File: src/rtl/uart_tx_arbiter.sv
// Round-robin lock arbiter: NUM_REQ byte streams share one UART transmitter.
// A requester owns the line until its newline byte is accepted or it idles too long.
module uart_tx_arbiter #(
    parameter int NUM_REQ     = 4,
    parameter int TIMEOUT_CYC = 1024
) (
    input  logic                 clk_i,
    input  logic                 rst_i,
    input  logic [NUM_REQ-1:0]   req_valid_i,
    input  logic [NUM_REQ*8-1:0] req_data_i,
    output logic [NUM_REQ-1:0]   req_ready_o,
    output logic                 tx_valid_o,
    output logic [7:0]           tx_data_o,
    input  logic                 tx_ready_i,
    output logic [NUM_REQ-1:0]   grant_o,
    output logic                 timeout_o
);

    localparam int IDX_W = (NUM_REQ > 1) ? $clog2(NUM_REQ) : 1;
    localparam int CNT_W = $clog2(TIMEOUT_CYC + 1);
    localparam logic [CNT_W-1:0] CNT_LAST  = CNT_W'(TIMEOUT_CYC - 1);
    localparam logic [IDX_W:0]   NUM_REQ_W = (IDX_W + 1)'(NUM_REQ);
    localparam logic [IDX_W-1:0] LAST_IDX  = IDX_W'(NUM_REQ - 1);
    localparam logic [7:0]       NEWLINE   = 8'h0A;

    typedef enum logic {
        ST_IDLE,
        ST_LOCKED
    } state_t;

    state_t           state_q, state_d;
    logic [IDX_W-1:0] owner_q, owner_d;
    logic [IDX_W-1:0] rr_ptr_q, rr_ptr_d;
    logic [CNT_W-1:0] idle_cnt_q, idle_cnt_d;
    logic             tx_valid_q, tx_valid_d;
    logic [7:0]       tx_data_q, tx_data_d;
    logic             timeout_q, timeout_d;

    logic               locked;
    logic               slot_free;
    logic               accept;
    logic               owner_valid;
    logic [7:0]         owner_data;
    logic [NUM_REQ-1:0] owner_oh;
    logic [IDX_W-1:0]   next_ptr;

    logic [NUM_REQ-1:0] rot_valid;
    logic [IDX_W-1:0]   offset;
    logic [IDX_W:0]     sel_sum;
    logic [IDX_W-1:0]   sel_idx;
    logic               any_valid;

    assign locked    = (state_q == ST_LOCKED);
    assign slot_free = !tx_valid_q || tx_ready_i;
    assign accept    = locked && owner_valid && slot_free;
    assign next_ptr  = (owner_q == LAST_IDX) ? '0 : owner_q + IDX_W'(1);

    always_comb begin
        owner_valid = 1'b0;
        owner_data  = 8'h00;
        owner_oh    = '0;
        for (int i = 0; i < NUM_REQ; i++) begin
            if (owner_q == IDX_W'(i)) begin
                owner_valid = req_valid_i[i];
                owner_data  = req_data_i[i*8 +: 8];
                owner_oh[i] = 1'b1;
            end
        end
    end

    // Rotate so bit 0 is the requester at rr_ptr; the lowest set bit is the winner.
    always_comb begin
        rot_valid = NUM_REQ'({req_valid_i, req_valid_i} >> rr_ptr_q);
        any_valid = |req_valid_i;
        offset    = '0;
        for (int i = NUM_REQ - 1; i >= 0; i--) begin
            if (rot_valid[i]) begin
                offset = IDX_W'(i);
            end
        end
        sel_sum = {1'b0, rr_ptr_q} + {1'b0, offset};
        if (sel_sum >= NUM_REQ_W) begin
            sel_sum = sel_sum - NUM_REQ_W;
        end
        sel_idx = sel_sum[IDX_W-1:0];
    end

    always_comb begin
        state_d    = state_q;
        owner_d    = owner_q;
        rr_ptr_d   = rr_ptr_q;
        idle_cnt_d = idle_cnt_q;
        timeout_d  = 1'b0;
        tx_valid_d = tx_valid_q;
        tx_data_d  = tx_data_q;

        if (accept) begin
            tx_valid_d = 1'b1;
            tx_data_d  = owner_data;
        end else if (tx_ready_i) begin
            tx_valid_d = 1'b0;
        end

        case (state_q)
            ST_IDLE: begin
                idle_cnt_d = '0;
                if (any_valid) begin
                    state_d = ST_LOCKED;
                    owner_d = sel_idx;
                end
            end
            ST_LOCKED: begin
                if (accept) begin
                    idle_cnt_d = '0;
                    if (owner_data == NEWLINE) begin
                        state_d  = ST_IDLE;
                        rr_ptr_d = next_ptr;
                    end
                end else if (idle_cnt_q == CNT_LAST) begin
                    // Owner went quiet: hand the line to the next requester.
                    state_d    = ST_IDLE;
                    rr_ptr_d   = next_ptr;
                    idle_cnt_d = '0;
                    timeout_d  = 1'b1;
                end else begin
                    idle_cnt_d = idle_cnt_q + CNT_W'(1);
                end
            end
            default: begin
                state_d = ST_IDLE;
            end
        endcase
    end

    always_ff @(posedge clk_i) begin
        if (rst_i) begin
            state_q    <= ST_IDLE;
            owner_q    <= '0;
            rr_ptr_q   <= '0;
            idle_cnt_q <= '0;
            tx_valid_q <= 1'b0;
            tx_data_q  <= 8'h00;
            timeout_q  <= 1'b0;
        end else begin
            state_q    <= state_d;
            owner_q    <= owner_d;
            rr_ptr_q   <= rr_ptr_d;
            idle_cnt_q <= idle_cnt_d;
            tx_valid_q <= tx_valid_d;
            tx_data_q  <= tx_data_d;
            timeout_q  <= timeout_d;
        end
    end

    assign grant_o     = locked ? owner_oh : '0;
    assign req_ready_o = (locked && slot_free) ? owner_oh : '0;
    assign tx_valid_o  = tx_valid_q;
    assign tx_data_o   = tx_data_q;
    assign timeout_o   = timeout_q;

endmodule
File: config.mk
export PLATFORM = sky130hd
export DESIGN_NAME = uart_tx_arbiter
export DESIGN_NICKNAME = d
export VERILOG_FILES = /design/src/rtl/uart_tx_arbiter.sv
export SDC_FILE = /design/constraint.sdc
export NUM_CORES = 1
export LEC_CHECK = 0
export CAP_MARGIN = 30
export CORE_UTILIZATION = 49
export CTS_CLUSTER_SIZE = 28
export DETAILED_ROUTE_END_ITERATION = 7
export PLACE_DENSITY = 0.87
export SYNTH_ARGS = -nofsm -noshare
export SYNTH_HDL_FRONTEND = slang
export SYNTH_SLANG_ARGS = --single-unit
File: constraint.sdc
create_clock -name clk_i -period 3.6 [get_ports clk_i]
set_clock_uncertainty 0.2 [all_clocks]
set_input_delay 0.54 -clock clk_i [delete_from_list [all_inputs] [get_ports clk_i]]
set_output_delay 0.54 -clock clk_i [all_outputs]
set_load 0.005 [all_outputs]
## Word level (Yosys, flattened, before mapping)

Index checks and enable logic that the tools add are counted.

- Bits in registers: 26
- Memories: 0
- Memory bits (writable): 0
- Input bits: 39
- Memory bits (read-only): 0
- Latch bits: 0
- Output and inout bits: 18
- Logic and storage cells: 66

- Equal/unequal tests: 6
- Divide/modulo/power cells: 0
- Multiply operators: 0
- Muxes and demuxes: 34
- Reduce and logical (&&, ||, !) cells: 12
- Add/subtract/negate cells: 4
- Bitwise operators: 1
- Order comparisons: 1
- Shifts and indexed selects: 1

Operators by type and width:

| operator | count |
|---|---|
| $mux 8 | 4 |
| $mux 11 | 2 |
| $pmux 11 s2 | 1 |
| $mux 2 | 9 |
| $mux 1 | 15 |
| $add 11x1->11 const B | 1 |
| $eq 11x10->1 const B | 1 |
| $eq 8x4->1 const B | 1 |
| $mux 4 | 2 |
| $shr 8x2->4 | 1 |
| $eq 2x2->1 const B | 2 |
| $reduce_bool 2->1 | 2 |
| $reduce_or 4->1 | 1 |
| $add 2x2->3 | 1 |
| $ge 3x3->1 const B | 1 |
| $logic_and 1x1->1 | 3 |
| $reduce_and 3->1 | 1 |
| $reduce_or 3->1 | 1 |
| $add 2x1->2 const B | 1 |
| $eq 2x1->1 const B | 1 |
| $logic_not 2->1 | 1 |
| $ne 2x1->1 const B | 1 |
| $pmux 1 s2 | 1 |
| $reduce_and 2->1 | 1 |
| other kinds (4) | 4 |

## Depth between registers and ports, before layout

Gate-level depths: netlist (run 1).

- Depth after elaboration: 9
- Gate-level depth with buffers: 10
- Gate-level depth less buffers: 8

## Least setup slack after synthesis (run 1)

Ideal clock, no wire load.

- Path kind: flip-flop to flip-flop
- From: reg owner_q[0]
- To: reg rr_ptr_q[0]
- Path slack: 1.393 ns
- Arrival: 1.886 ns
- Clock period less this slack: 2.207 ns
- Stages on the path, launching flop included: 10
- Data required time: 3.279 ns
- Path through: dfxtp_1 > inv_1 > ha_1 > buf_6 > nor2_2 > o211a_1 > o211ai_1 > nor4_2 > a2bb2oi_2 > mux2_4

- Longest elaborated chain between the ends: 9

Ends and longest elaborated chain:

| what | RTL line | source |
|---|---|---|
| start: declaration | 32 | `logic [IDX_W-1:0] owner_q, owner_d;` |
| start signal: assignment | 146 | `owner_q <= owner_d;` |
| branches (longest 9 deep; another with $mux 8) | -- |  |
| end signal: assignment | 147 | `rr_ptr_q <= rr_ptr_d;` |
| end: declaration | 33 | `logic [IDX_W-1:0] rr_ptr_q, rr_ptr_d;` |

Several ways; the timed one is not identified. The select of a mux whose other input is x is not followed.
A chain may end at the register's enable or synchronous reset.

## Worst setup path in the final report (run 1)

Same ends and word-level chain as after synthesis.

==> results of run 1 <==
-- final cells by class --
class,count,share of cell area
Tap cell,44,0.0250
Timing Repair Buffer,56,0.255
Sequential cell,26,0.236
Clock buffer,3,0.0102
Multi-Input combinational cell,158,0.459
Inverter,8,0.0148
-- worst max-delay path by stage --
stage,start,endpoint,slack [ps],depth (start not counted)
2_1_floorplan,owner_q[0]$_SDFFE_PP0P_,rr_ptr_q[0]$_SDFFE_PP0P_,1390,9
3_3_place_gp,req_valid_i[1],rr_ptr_q[0]$_SDFFE_PP0P_,680,7
3_5_place_dp,req_valid_i[1],rr_ptr_q[0]$_SDFFE_PP0P_,620,7
4_1_cts,owner_q[0]$_SDFFE_PP0P_,rr_ptr_q[0]$_SDFFE_PP0P_,700,7
5_1_grt,owner_q[0]$_SDFFE_PP0P_,idle_cnt_q[2]$_SDFF_PP0_,470,7
6_report,owner_q[0]$_SDFFE_PP0P_,rr_ptr_q[0]$_SDFFE_PP0P_,690,7
-- synthesized netlist by cell type, drive strengths merged, types with 2 or more instances --
library cell	instances
a211oi	2
a21oi	8
a221oi	3
and2	4
and3	5
buf	9
clkbuf	3
dfxtp	26
ha	6
inv	8
mux2i	3
nand2	26
nand2b	6
nand3	8
nand3b	3
nor2	34
nor3	2
nor3b	2
o211a	5
o211ai	4
o21ai	3
o21bai	2
o22ai	7
o31a	5
xnor2	6
xor2	3
-- metrics by stage --
step	hold slack [ps]	area, um2	setup slack, ps	std cells
floorplan	210	1640	1390	204
global placement	221	2180	675	292
detailed placement	232	2180	623	292
CTS	250	2200	702	295
global route	285	2200	465	295
finish	251	2200	685	295
-- logic make-up after synthesis --
family | count (synthesis)
and+or+nand+nor | 94
AOI/OAI and AO/OA | 45
DFF | 26
buffers and inverters | 20
xor gates and xnor gates | 9
adders and majority gates | 6
muxes | 4
-- registers in the layout, summed over array words and instances, names as in the netlist --
signal      flops
idle_cnt_q     11
tx_data_o       8
owner_q         2
rr_ptr_q        2
locked          1
timeout_o       1
tx_valid_o      1
-- power by group through the flow --
stage,sequential (mW),combinational (mW),clock (mW)
final,0.309,0.184,0.116
after global routing,0.311,0.203,0.129
after CTS,0.309,0.184,0.121
after detailed placement,0.316,0.184,0
after global placement,0.315,0.182,0
after floorplan,0.313,0.105,0
-- critical path, delay by kind of cell (launching register included) --
family	cells	cell delay, ps
and+or+nand+nor	2	370
DFF	1	440
adders and majority gates	1	580
AOI/OAI and AO/OA	3	920
muxes	1	310
-- metal layers --
| metal | GRT usage | vias to the layer above | wire, um |
|---|---|---|---|
| li1 | - | 808 | - |
| met1 | 0.284 | 690 | 1790 |
| met2 | 0.375 | 50 | 1690 |
| met3 | 0.0346 | 6 | 232 |
| met4 | 0.0731 | 0 | 61 |
| met5 | 0 | - | 0 |
==> flow_summary.json, run 1 <==
{
  "outcome": "completed",
  "final_common_cell": "clkdlybuf4s50_1",
  "max_stage_delay_ps": 600,
  "powerDensity_nw_per_um2": 277,
  "synth_compound_area_frac": 0.217,
  "synth_xor_area_frac": 0.0480,
  "reg2reg_slack_ps": 690,
  "root_buffer": "clkbuf_4",
  "r2r_cells": 7,
  "final_core_util": 0.704,
  "cp-start-kind": "flip-flop",
  "synth-edff-count": 0,
  "numCtsBuffers": 3,
  "yosys.area.top_type_share": 0.317,
  "drv_slew": 0,
  "switching_share": 0.275,
  "syn_nets": 249,
  "finalHoldViolCount": 0,
  "synthesis.area_um2": 1640,
  "yosys_warnings": 0,
  "synthFlopType": "dfxtp_1",
  "cts_tree": "done",
  "syn_to_final_growth_pct": 34.0,
  "slew_headroom": 0.542,
  "io_pins": 57,
  "synth_cells": 204,
  "finalNetCount": 298,
  "p_clk_frac": 0.191,
  "critPathMaxFanout": 20,
  "clock_path_buffers": 2,
  "drc": 0,
  "yosys.area_share.simple": 0.276,
  "multiInputGateArea_um2": 1010,
  "htree_levels": 1,
  "cp.required_ps": 3620,
  "seq_area_um2": 520,
  "wl_per_cell_um": 12.8,
  "synth_top_family_by_area": "simple AND/OR/NAND/NOR gates",
  "first_pass_iters": 4,
  "grt.overflow.total": 0,
  "drt_iter0_drc": 66,
  "wirelength_um": 3770,
  "dpl.hpwl_um": 2930,
  "hold_path.class": "flip-flop to flip-flop",
  "core_um2": 3130,
  "r2r-start": "owner_q[0]$_SDFFE_PP0P_",
  "synth_area_per_cell_um2": 8.05,
  "antenna_found_initial": 0,
  "yosys.area.top_type": "dfxtp_1",
  "pwr-share-comb": 0.302,
  "insertedDiodeCount": 0,
  "dieWidth_um": 59.9,
  "rows": 20,
  "min-delay-start": "idle_cnt_q[10]$_SDFF_PP0_",
  "vias": 1554,
  "worstPathArrival_ps": 2940,
  "grt_use_total": 0.221,
  "initial_core_util": 0.525,
  "max_freq_mhz": 343,
  "period_needed_ps": 2910,
  "ys_seq_elements": 26,
  "hold_buffers": 0,
  "min_period_over_period": 0.810,
  "r2r-end": "rr_ptr_q[0]$_SDFFE_PP0P_",
  "crit_path_cell_trace": "ha_1 -> nand3b_1 -> a221oi_2 -> o211ai_2 -> nor2_1 -> a2bb2oi_2 -> mux2_4",
  "grt_pass1_vias": 1392,
  "irDropWorstVdd_v": 0.000241,
  "routed_via_density": 5.27,
  "fp.dieH_um": 59.9,
  "critPathCaptureType": "flip-flop",
  "hold_end": "idle_cnt_q[10]$_SDFF_PP0_",
  "postCtsSetupBuffers": 0,
  "hold_path_depth": 2,
  "p_switching_mw": 0.167,
  "crit_slowest_cell": "o211ai_2",
  "numClockSinks": 26,
  "synthMuxAreaShare": 0.0274,
  "synthAdderAreaFrac": 0.0457,
  "ant_nets": 0,
  "clk_latency_ps": 320,
  "max_cap_viol_count": 0,
  "p_leak_nw": 0.835,
  "rsz0062_at_grt": "no",
  "ys_seq_area_frac": 0.317,
  "finalSetupTns_ps": 0,
  "p_total_mw": 0.609,
  "synthTopCellsByArea": "dfxtp_1 32%, nor2_1 7.5%, nand2_1 5.9%",
  "finalSetupViolations": 0,
  "portBuffers": 56,
  "critical_path_class": "flip-flop to flip-flop",
  "n_fill_cell": 267,
  "internal_power_mw": 0.442,
  "drive_gt1_frac": 0.0598,
  "ys_types": 48,
  "async_flop_share": 0,
  "power_frac_seq": 0.507,
  "clkTransAtPathRegs_ps": 120,
  "die-area_um2": 3590,
  "tightest_slew_ps": 684,
  "final_cell_mix": "56 x clkdlybuf4s50_1, 33 x nor2_1, 26 x nand2_1, 26 x dfxtp_1",
  "grt_start_max_net_pins": 21,
  "grt_first_pass_wirelength_um": 6020,
  "post_cts_resized": 0,
  "gp_congestion": 0.786
}
(Power assumes the default switching activity.)
==> inputs of run 2 (changes only) <==
--- a/config.mk
+++ b/config.mk
@@ -6,10 +6,10 @@
 export NUM_CORES = 1
 export LEC_CHECK = 0
 export CAP_MARGIN = 30
-export CORE_UTILIZATION = 49
+export CORE_UTILIZATION = 41
 export CTS_CLUSTER_SIZE = 28
 export DETAILED_ROUTE_END_ITERATION = 7
-export PLACE_DENSITY = 0.87
+export PLACE_DENSITY = 0.78
 export SYNTH_ARGS = -nofsm -noshare
 export SYNTH_HDL_FRONTEND = slang
 export SYNTH_SLANG_ARGS = --single-unit
==> constraint.sdc (replaced) <==
create_clock -name clk_i -period 2.51 [get_ports clk_i]
set_clock_uncertainty 0.2 [all_clocks]
set_input_delay 0.3765 -clock clk_i [delete_from_list [all_inputs] [get_ports clk_i]]
set_output_delay 0.3765 -clock clk_i [all_outputs]
set_load 0.005 [all_outputs]
==> run 2 against run 1 <==
Setup slack worse by 570 ps; flip-flop and latch count unchanged; clock power up 96%; routed wire length up 4.1%; non-clock buffer count up 9; critical endpoint is now req_ready_o[1]; highest routed layer unchanged.
==> flow_summary.json, run 2 (synthesis results as in run 1) <==
{
  "final_cell_mix": "56 x clkdlybuf4s50_1, 33 x nor2_1, 26 x nand2_1, 26 x dfxtp_1, 8 x buf_4",
  "grt.overflow.total": 0,
  "hold_end": "idle_cnt_q[10]$_SDFF_PP0_",
  "finalSetupViolations": 0,
  "dieWidth_um": 65.3,
  "r2r-start": "owner_q[0]$_SDFFE_PP0P_",
  "grt_use_total": 0.193,
  "hold_path.class": "flip-flop to flip-flop",
  "max_cap_viol_count": 0,
  "worstPathArrival_ps": 1820,
  "vias": 1589,
  "ant_nets": 0,
  "dpl.hpwl_um": 3080,
  "fp.dieH_um": 65.3,
  "insertedDiodeCount": 0,
  "root_buffer": "clkbuf_8",
  "drt_iter0_drc": 48,
  "r2r-end": "rr_ptr_q[0]$_SDFFE_PP0P_",
  "gp_congestion": 0.750,
  "portBuffers": 56,
  "clkTransAtPathRegs_ps": 80,
  "io_pins": 57,
  "max_freq_mhz": 417,
  "outcome": "completed",
  "max_stage_delay_ps": 490,
  "crit_slowest_cell": "clkdlybuf4s50_1",
  "n_fill_cell": 345,
  "min_period_over_period": 0.955,
  "crit_path_cell_trace": "ha_2 -> buf_4 -> and3_1 -> clkdlybuf4s50_1",
  "rows": 22,
  "grt_first_pass_wirelength_um": 6450,
  "r2r_cells": 8,
  "finalSetupTns_ps": 0,
  "critPathMaxFanout": 15,
  "htree_levels": 1,
  "cp-start-kind": "flip-flop",
  "final_common_cell": "clkdlybuf4s50_1",
  "slew_headroom": 0.724,
  "clk_latency_ps": 270,
  "numClockSinks": 26,
  "grt_pass1_vias": 1495,
  "clock_path_buffers": 2,
  "critPathCaptureType": "output port",
  "die-area_um2": 4260,
  "hold_path_depth": 2,
  "grt_start_max_net_pins": 17,
  "syn_to_final_growth_pct": 41.4,
  "initial_core_util": 0.439,
  "finalNetCount": 307,
  "first_pass_iters": 4,
  "core_um2": 3740,
  "period_needed_ps": 2400,
  "critical_path_class": "flip-flop to output port",
  "cts_tree": "done",
  "drc": 0,
  "p_leak_nw": 0.885,
  "rsz0062_at_grt": "yes",
  "antenna_found_initial": 0,
  "top_register": "idle_cnt_q",
  "powerDensity_nw_per_um2": 410,
  "min-delay-start": "idle_cnt_q[10]$_SDFF_PP0_",
  "drive_gt1_frac": 0.112,
  "reg2reg_slack_ps": 140,
  "p_total_mw": 0.953,
  "path_buf_inv": 2,
  "postCtsSetupBuffers": 0,
  "holdWs_ps": 240,
  "cp.required_ps": 1930,
  "tightest_slew_ps": 413,
  "routed_via_density": 5.16,
  "finalHoldViolCount": 0,
  "drv_slew": 0,
  "largest_reg_flops": 11,
  "wirelength_um": 3930,
  "critical_path.top_delay_family": "buffers and inverters",
  "wl_per_cell_um": 12.7,
  "numCtsBuffers": 3,
  "irDropWorstVdd_v": 0.000274
}
## run 2: layer usage
| metal | GRT usage | wire [um] | vias up |
|---|---|---|---|
| li1 | - | - | 826 |
| met1 | 0.227 | 1820 | 699 |
| met2 | 0.338 | 1770 | 58 |
| met5 | 0 | 0 | - |
| met4 | 0.0897 | 81 | 0 |
| met3 | 0.0313 | 257 | 6 |
## run 2: worst max-delay path by stage
stage	from	end	slack (ps)	cells after the start
after floorplan	owner_q[0]$_SDFFE_PP0P_	rr_ptr_q[0]$_SDFFE_PP0P_	300	9
after global placement	owner_q[0]$_SDFFE_PP0P_	rr_ptr_q[0]$_SDFFE_PP0P_	50	8
after detailed placement	owner_q[0]$_SDFFE_PP0P_	rr_ptr_q[0]$_SDFFE_PP0P_	50	8
after CTS	owner_q[0]$_SDFFE_PP0P_	rr_ptr_q[0]$_SDFFE_PP0P_	20	8
after global routing	owner_q[0]$_SDFFE_PP0P_	rr_ptr_q[0]$_SDFFE_PP0P_	-8	8
final	owner_q[0]$_SDFFE_PP0P_	req_ready_o[1]	110	4
## run 2: where the power goes
part | switching (mW) | internal (mW)
clock network | 0.119 | 0.107
registers | 0.0144 | 0.429
logic | 0.121 | 0.163
total | 0.254 | 0.699
## run 2: area by class of cell
cell class	count	area, um2	share of cell area
Multi-Input combinational cell	158	1030	0.442
Timing Repair Buffer	65	641	0.276
Sequential cell	26	520	0.224
Tap cell	48	60.1	0.0259
Clock buffer	3	41.3	0.0178
Inverter	8	32.5	0.0140
## run 2: worst register-to-register path, cell delays in order (launching register included)
cell and delay (ps):
dfxtp_1 370, inv_1 110, ha_2 310, nand2b_1 190, o22ai_1 220, o21ai_1 120, nor4_2 340, a2bb2oi_2 110
mux2_4 300
## run 2: through the flow
| step | utilization | instance area, um2 | instances | setup slack, ps |
|---|---|---|---|---|
| 5_1_grt | 0.620 | 2320 | 308 | -8.44 |
| 3_3_place_gp | 0.605 | 2260 | 305 | 50.0 |
| 4_1_cts | 0.616 | 2300 | 308 | 24.4 |
| 2_1_floorplan | - | 1640 | 204 | 303 |
| 3_5_place_dp | 0.605 | 2260 | 305 | 50.7 |
| 6_report | 0.620 | 2320 | 308 | 113 |
## run 2: repair_timing
item,4_1_cts,5_1_grt
resized for setup,0,6
hold buffers,0,0
setup endpoints to repair,0,21
